`config.mk`:
```
export PLATFORM = sky130hd
export DESIGN_NAME = simple_err_bcast
export DESIGN_NICKNAME = d
export VERILOG_FILES = /design/src/rtl/simple_err_bcast.sv
export SDC_FILE = /design/constraint.sdc
export NUM_CORES = 1
export LEC_CHECK = 0
export ABC_AREA = 0
export BUFFER_PORTS_ARGS = -buffer_cell sky130_fd_sc_hd__buf_2
export CAP_MARGIN = 25
export CORE_MARGIN = 1
export CORE_UTILIZATION = 47
export DETAILED_ROUTE_END_ITERATION = 7
export PLACE_DENSITY = 0.66
export SKIP_LAST_GASP = 1
export SYNTH_ARGS = -nofsm -noshare
export SYNTH_HDL_FRONTEND = slang
export SYNTH_SLANG_ARGS = --single-unit
export TNS_END_PERCENT = 30
```
`constraint.sdc`:
```
create_clock -name clk -period 2.6 [get_ports clk]
set_input_delay 0.52 -clock clk [delete_from_list [all_inputs] [get_ports clk]]
set_output_delay 0.52 -clock clk [all_outputs]
set_load 0.005 [all_outputs]
```
`src/rtl/simple_err_bcast.sv`:
```
// Error-frame broadcast buffer: captures LEN-word error frames into two banks
// and replays each stored frame REPEAT times on the output stream.
module simple_err_bcast #(
    parameter int LEN    = 4,
    parameter int REPEAT = 3
) (
    input  logic        clk,
    input  logic        reset,
    input  logic [31:0] stage_0_error,
    input  logic        stage_0_error_fst,
    input  logic        stage_0_error_vld,
    output logic        stage_0_error_rdy,
    output logic [31:0] stage_0_error_bc,
    output logic        stage_0_error_bc_fst,
    output logic        stage_0_error_bc_vld,
    input  logic        stage_0_error_bc_rdy,
    output logic        frame_err
);

    localparam int IW = (LEN > 1) ? $clog2(LEN) : 1;
    localparam int CW = (REPEAT > 1) ? $clog2(REPEAT) : 1;
    localparam logic [IW-1:0] I_LAST = IW'(LEN - 1);
    localparam logic [CW-1:0] C_LAST = CW'(REPEAT - 1);

    logic [31:0]   bank [2][LEN];
    logic [1:0]    full_q, full_d;
    logic          wb_q, wb_d;
    logic          rb_q, rb_d;
    logic [IW-1:0] wi_q, wi_d;
    logic [IW-1:0] ri_q, ri_d;
    logic [CW-1:0] rc_q, rc_d;
    logic          open_q, open_d;
    logic          err_q, err_d;

    logic          in_xfer, out_xfer;
    logic          in_fst, in_cont, in_drop;
    logic          wr_en;
    logic [IW-1:0] wr_idx;

    assign stage_0_error_rdy    = !full_q[wb_q];
    assign stage_0_error_bc_vld = full_q[rb_q];
    assign stage_0_error_bc     = bank[rb_q][ri_q];
    assign stage_0_error_bc_fst = (ri_q == '0);
    assign frame_err            = err_q;

    assign in_xfer  = stage_0_error_vld & stage_0_error_rdy;
    assign out_xfer = stage_0_error_bc_vld & stage_0_error_bc_rdy;
    assign in_fst   = in_xfer & stage_0_error_fst;
    assign in_cont  = in_xfer & !stage_0_error_fst & open_q;
    assign in_drop  = in_xfer & !stage_0_error_fst & !open_q;

    always_comb begin
        full_d = full_q;
        wb_d   = wb_q;
        rb_d   = rb_q;
        wi_d   = wi_q;
        ri_d   = ri_q;
        rc_d   = rc_q;
        open_d = open_q;
        err_d  = 1'b0;
        wr_en  = 1'b0;
        wr_idx = wi_q;

        // A new fst restarts the frame; an open partial frame is discarded
        unique case (1'b1)
            in_fst: begin
                wr_en  = 1'b1;
                wr_idx = '0;
                wi_d   = IW'(1);
                open_d = 1'b1;
                err_d  = open_q;
            end
            in_cont: begin
                wr_en  = 1'b1;
                wr_idx = wi_q;
                if (wi_q == I_LAST) begin
                    full_d[wb_q] = 1'b1;
                    wb_d         = ~wb_q;
                    wi_d         = '0;
                    open_d       = 1'b0;
                end else begin
                    wi_d = wi_q + IW'(1);
                end
            end
            in_drop: begin
                err_d = 1'b1;
            end
            default: ;
        endcase

        // Fill and release never target the same bank in one cycle
        if (out_xfer) begin
            if (ri_q == I_LAST) begin
                ri_d = '0;
                if (rc_q == C_LAST) begin
                    rc_d         = '0;
                    full_d[rb_q] = 1'b0;
                    rb_d         = ~rb_q;
                end else begin
                    rc_d = rc_q + CW'(1);
                end
            end else begin
                ri_d = ri_q + IW'(1);
            end
        end
    end

    always_ff @(posedge clk) begin
        if (reset) begin
            full_q <= '0;
            wb_q   <= 1'b0;
            rb_q   <= 1'b0;
            wi_q   <= '0;
            ri_q   <= '0;
            rc_q   <= '0;
            open_q <= 1'b0;
            err_q  <= 1'b0;
            for (int b = 0; b < 2; b++) begin
                for (int i = 0; i < LEN; i++) begin
                    bank[b][i] <= '0;
                end
            end
        end else begin
            full_q <= full_d;
            wb_q   <= wb_d;
            rb_q   <= rb_d;
            wi_q   <= wi_d;
            ri_q   <= ri_d;
            rc_q   <= rc_d;
            open_q <= open_d;
            err_q  <= err_d;
            if (wr_en) begin
                bank[wb_q][wr_idx] <= stage_0_error;
            end
        end
    end

endmodule

```
**Word level (Yosys, flattened, before mapping)**

Memory sizes are Yosys's and may differ from the RTL's. A register that Yosys moved wholly into a read port is not among the register bits.
Index checks and enable logic that the tools add are counted.

- Add/subtract/negate cells: 3
- Multiply operators: 0
- Div/mod/pow operators: 0
- Magnitude comparators: 7
- Equal/unequal tests: 4
- Shift-type cells: 0
- Mux-type cells: 37
- Bitwise gates (word level): 13
- Reductions and logical operators: 14

Operators with widths:

| cell | count |
|---|---|
| 128-bit two-way mux | 3 |
| 128-bit OR reduction | 1 |
| 32-bit two-way mux | 3 |
| 32-bit binary-select mux with 2-bit select | 1 |
| 32-bit demux with 2-bit select | 1 |
| 2-bit two-way mux | 9 |
| 1-bit two-way mux | 15 |
| 2-bit by 1-bit adder with 2-bit output, second input constant | 3 |
| 1-bit bitwise AND | 6 |
| 2-bit == test, second input constant | 3 |
| 3-bit >= comparator, second input constant | 2 |
| 2-bit NOT with 3-bit output | 2 |
| 2-bit AND reduction | 3 |
| 1-bit by 2-bit < comparator with 1-bit output, second input constant | 2 |
| 1-bit one-hot mux with 2 select lines | 2 |
| 2-bit one-hot mux with 2 select lines | 1 |
| 1-bit logical AND | 3 |
| 1-bit logical NOT | 3 |
| 3-bit by 1-bit < comparator with 1-bit output, second input constant | 1 |
| 3-bit AND reduction | 1 |
| 2-bit bitwise AND | 1 |
| 1-bit demux with 1-bit select | 2 |
| 1-bit >= comparator, second input constant | 2 |
| 2-bit logical NOT | 1 |
| other kinds (6) | 7 |

- Register bits after elaboration: 12
- Latch bits: 0
- Memory bits (writable): 256
- Bits in read-only memories: 0
- Input bits: 37
- Output and inout port bits: 36
- Word-level logic and storage cells: 87
- Memories: 1

Memory list:

| memory | depth | width | read ports | clocked after Yosys merged registers in | write ports | line | text |
|---|---|---|---|---|---|---|---|
| bank | 2 | 128 | 1 | 1 | 2 | 25 | `logic [31:0] bank [2][LEN];` |

**Logic depth before layout (Yosys ltp)**

- Depth after elaboration: 14
- Depth in mapped cells: 6
- Gate-level depth less buffers: 4

**Least setup slack after synthesis**

Ideal clock, no wire load.

- Path kind: input to register
- Start point: input stage_0_error_vld
- End point: memory bank[1][32] (netlist name) (enable)
- Library setup time: 0.428 ns
- Arrival time: 2.329 ns
- Required time: 2.172 ns
- Setup slack: -0.157 ns
- Stages on the path: 3
- Buffers on the path: 1
- Path through: buf_2 nand3b_1 o21bai_1

RTL lines:

| element | line | text |
|---|---|---|
| from (decl) | 11 | `input logic stage_0_error_vld,` |
| to (decl) | 25 |  |

==> flow_summary.ini <==
[sta]
clock_skew_ns = 0.00598
relSlewSlack = 0.578
period_share = 0.985
drv_slew = 0
clock.fmax_mhz = 391
whs_ns = 0.281
worst_pin_slew_ns = 0.616
fin_crit_ns = 2.56
tns_ns = 0
fin_ws_ns = 0.0400
setup_viol = 0
rsz0062_at_grt = yes
hold_violations = 0

[worst_setup_path]
crit_top_cell = nand2_1
timing.rr.start = ri_q[1]$_SDFFE_PP0P_
cp_num_buf_inv = 2
crit_type = register to output pin
end_kind = output pin
crit_fanout = 19
crit_chain = buf_12, mux4_2, nand2_1, nand2_1, buf_2
startpoint_type = register
slowest_delay_ns = 0.53
cp_slowest_cell = mux4_2
arrival_ns = 2.04
worstPathRequired_ns = 2.08
r2r-end = rc_q[1]$_SDFFE_PP0P_
r2r_cells = 5
critPathTopFamily = multiplexers
cp.depth = 5
reg2reg_slack_ns = 0.58

[synthesis]
yosys-top-cells-area = edfxtp_1 (66%), mux4_2 (12%), and2_1 (10%), nand2_1 (3.2%), dfxtp_1 (2.2%)
avgSynthCellArea_um2 = 15.7
synth_common_cells = edfxtp_1 (256), and2_1 (193), nand2_1 (99), mux4_2 (64), clkbuf_1 (22)
synth_edf_count = 256
synth_nets = 783
yosysUniqueCellTypes = 41
synthCells = 743
syn_area_mm2 = 0.0117
synth_top_area_share = 0.659
ys.flop_type = edfxtp_1
yosysSeqAreaShare = 0.681
yosys.area.top_type = edfxtp_1
ys_seq_elements = 269
yosysMostFrequentCell = edfxtp_1
ys_async_sr_fraction = 0
synth_warnings = 0

[die]
dieArea_mm2 = 0.0255
rows = 57
start_util = 0.480
coreArea_mm2 = 0.0243
die_y_um = 160
dieWidth_um = 160
ios = 73

[drt]
dr.pass1.iters = 4
wl_per_cell_um = 21.3
avgViaCountPerCell = 5.45
wl_um = 25000
num_vias = 6394
antenna_left = 0
drc = 0
drt_iter0_drc = 438

[placement]
hpwl_um = 14000
io_buffers = 72
dpl_cell_area_mm2 = 0.0126
place_congestion = 0.809
pre_cts_slack_ns = 0.344

[global_routing]
grt_usage = 0.203
grt_max_degree = 35
grt_first_pass_wirelength_um = 38900
antenna_found_initial = 3
grt_pass1_vias = 6853
overflow = 0

[clocking]
htree_levels = 1
insertion_delay_ns = 0.53
clk_pin_slew_worst_paths_ns = 0.06
cts-buffers-inserted = 27
cts_tree = built
clockRootBuffer = clkbuf_16
clockBufferDepth = 3
cts_resized = 0
clock-sinks = 269

[pwr]
power_density_mw_per_mm2 = 665
ir_drop_mv = 0.382
leakagePower_nw = 4.98
power_mw = 8.95

[hold_path]
min_path_type = input pin to register
hold_path_depth = 3
holdCritStartpoint = stage_0_error_bc_rdy
hold_path_end = ri_q[1]$_SDFFE_PP0P_

[layout]
design_area_mm2 = 0.0135
finalNetCount = 870
layout-drive-gt1-share = 0.257
syn2layout_area_growth_pct = 15.4

[job]
max_cap_violations = 0

[run_status]
status = finished clean
[placed cells by master, fill, tap and decap left out, types with 3 or more instances in the layout]
master     instances
edfxtp_1         256
and2_1           193
nand2_1           99
buf_2             72
mux4_2            64
clkbuf_16         27
buf_4             16
buf_12            13
dfxtp_1           11
inv_1             10
a21oi_1           10
o21ai_0            8
clkbuf_1           7
clkinv_1           6
or2_2              5
clkinv_2           5
or4_1              4
nand2b_1           3
ha_1               3
[cell families after synthesis]
logic type / Yosys count / synth area share
AO/OA/AOI/OAI: 29 / 0.0158
adder cells (fa/ha/maj): 3 / 0.00322
buffers and inverters: 53 / 0.0187
flip-flops: 269 / 0.681
multiplexers: 66 / 0.125
AND/OR/NAND/NOR: 323 / 0.156
[worst register-to-register path, delay by kind of cell (launching register included)]
kind,cells,cell delay (ns)
and+or+nand+nor,2,0.77
buffers and inverters,1,0.46
DFF,1,0.33
adders and majority gates,1,0.27
AOI/OAI and AO/OA,1,0.14
[through the flow]
step / utilization / instances
after global placement: 0.520 / 1121
after global routing: 0.554 / 1172
final: 0.554 / 1173
after floorplan: - / 743
after CTS: 0.554 / 1172
after detailed placement: 0.520 / 1121
[power breakdown]
part	internal, mW	switching, mW
Combinational	0.178	0.258
Clock	1.99	1.55
Sequential	4.93	0.0496
[final cells by class]
cell class / instances / area (µm²)
fillers: 1908 / 10900
clock buffers: 34 / 702
flip-flops and latches: 269 / 7950
inverters: 10 / 37.5
clock inverters: 13 / 85.1
diodes: 1 / 2.50
multi-input cells: 421 / 3540
repair buffers: 101 / 741
well taps: 324 / 405
[sequential cells by signal, indices dropped and copies added, names as in the netlist, named ones only]
signal,cells
bank,256
frame_err,1
full_q,2
open_q,1
rb_q,1
rc_q,2
ri_q,2
wb_q,1
wi_q,2
[metal layers]
metal  vias to the layer above  GRT usage  routed length (µm)
met5                         -          0                  21
met4                         4     0.0411                 375
met3                        39     0.0375                1690
met2                       190      0.355               12700
met1                      3241      0.265               10200
li1                       2920          -                   -
[what timing repair did]
item,in CTS,in global routing
hold buffers,0,0
endpoints found under the setup margin,28,20
pin swaps,0,0
endpoints found under the hold margin,0,0
setup buffers,4,0
[worst max path at each step]
| stage | from | endpoint | slack (ns) |
|---|---|---|---|
| after floorplan | reset | bank[0][64]$_SDFFCE_PN0P_ | 0.36 |
| after global placement | stage_0_error_vld | bank[0][7]$_SDFFCE_PN0P_ | 0.40 |
| after detailed placement | stage_0_error_vld | bank[0][14]$_SDFFCE_PN0P_ | 0.34 |
| after CTS | register | stage_0_error_bc[31] | 0.01 |
| after global routing | register | stage_0_error_bc[26] | -0.04 |
| final | register | stage_0_error_bc[26] | 0.04 |
Power figures use the tool's default switching activity.
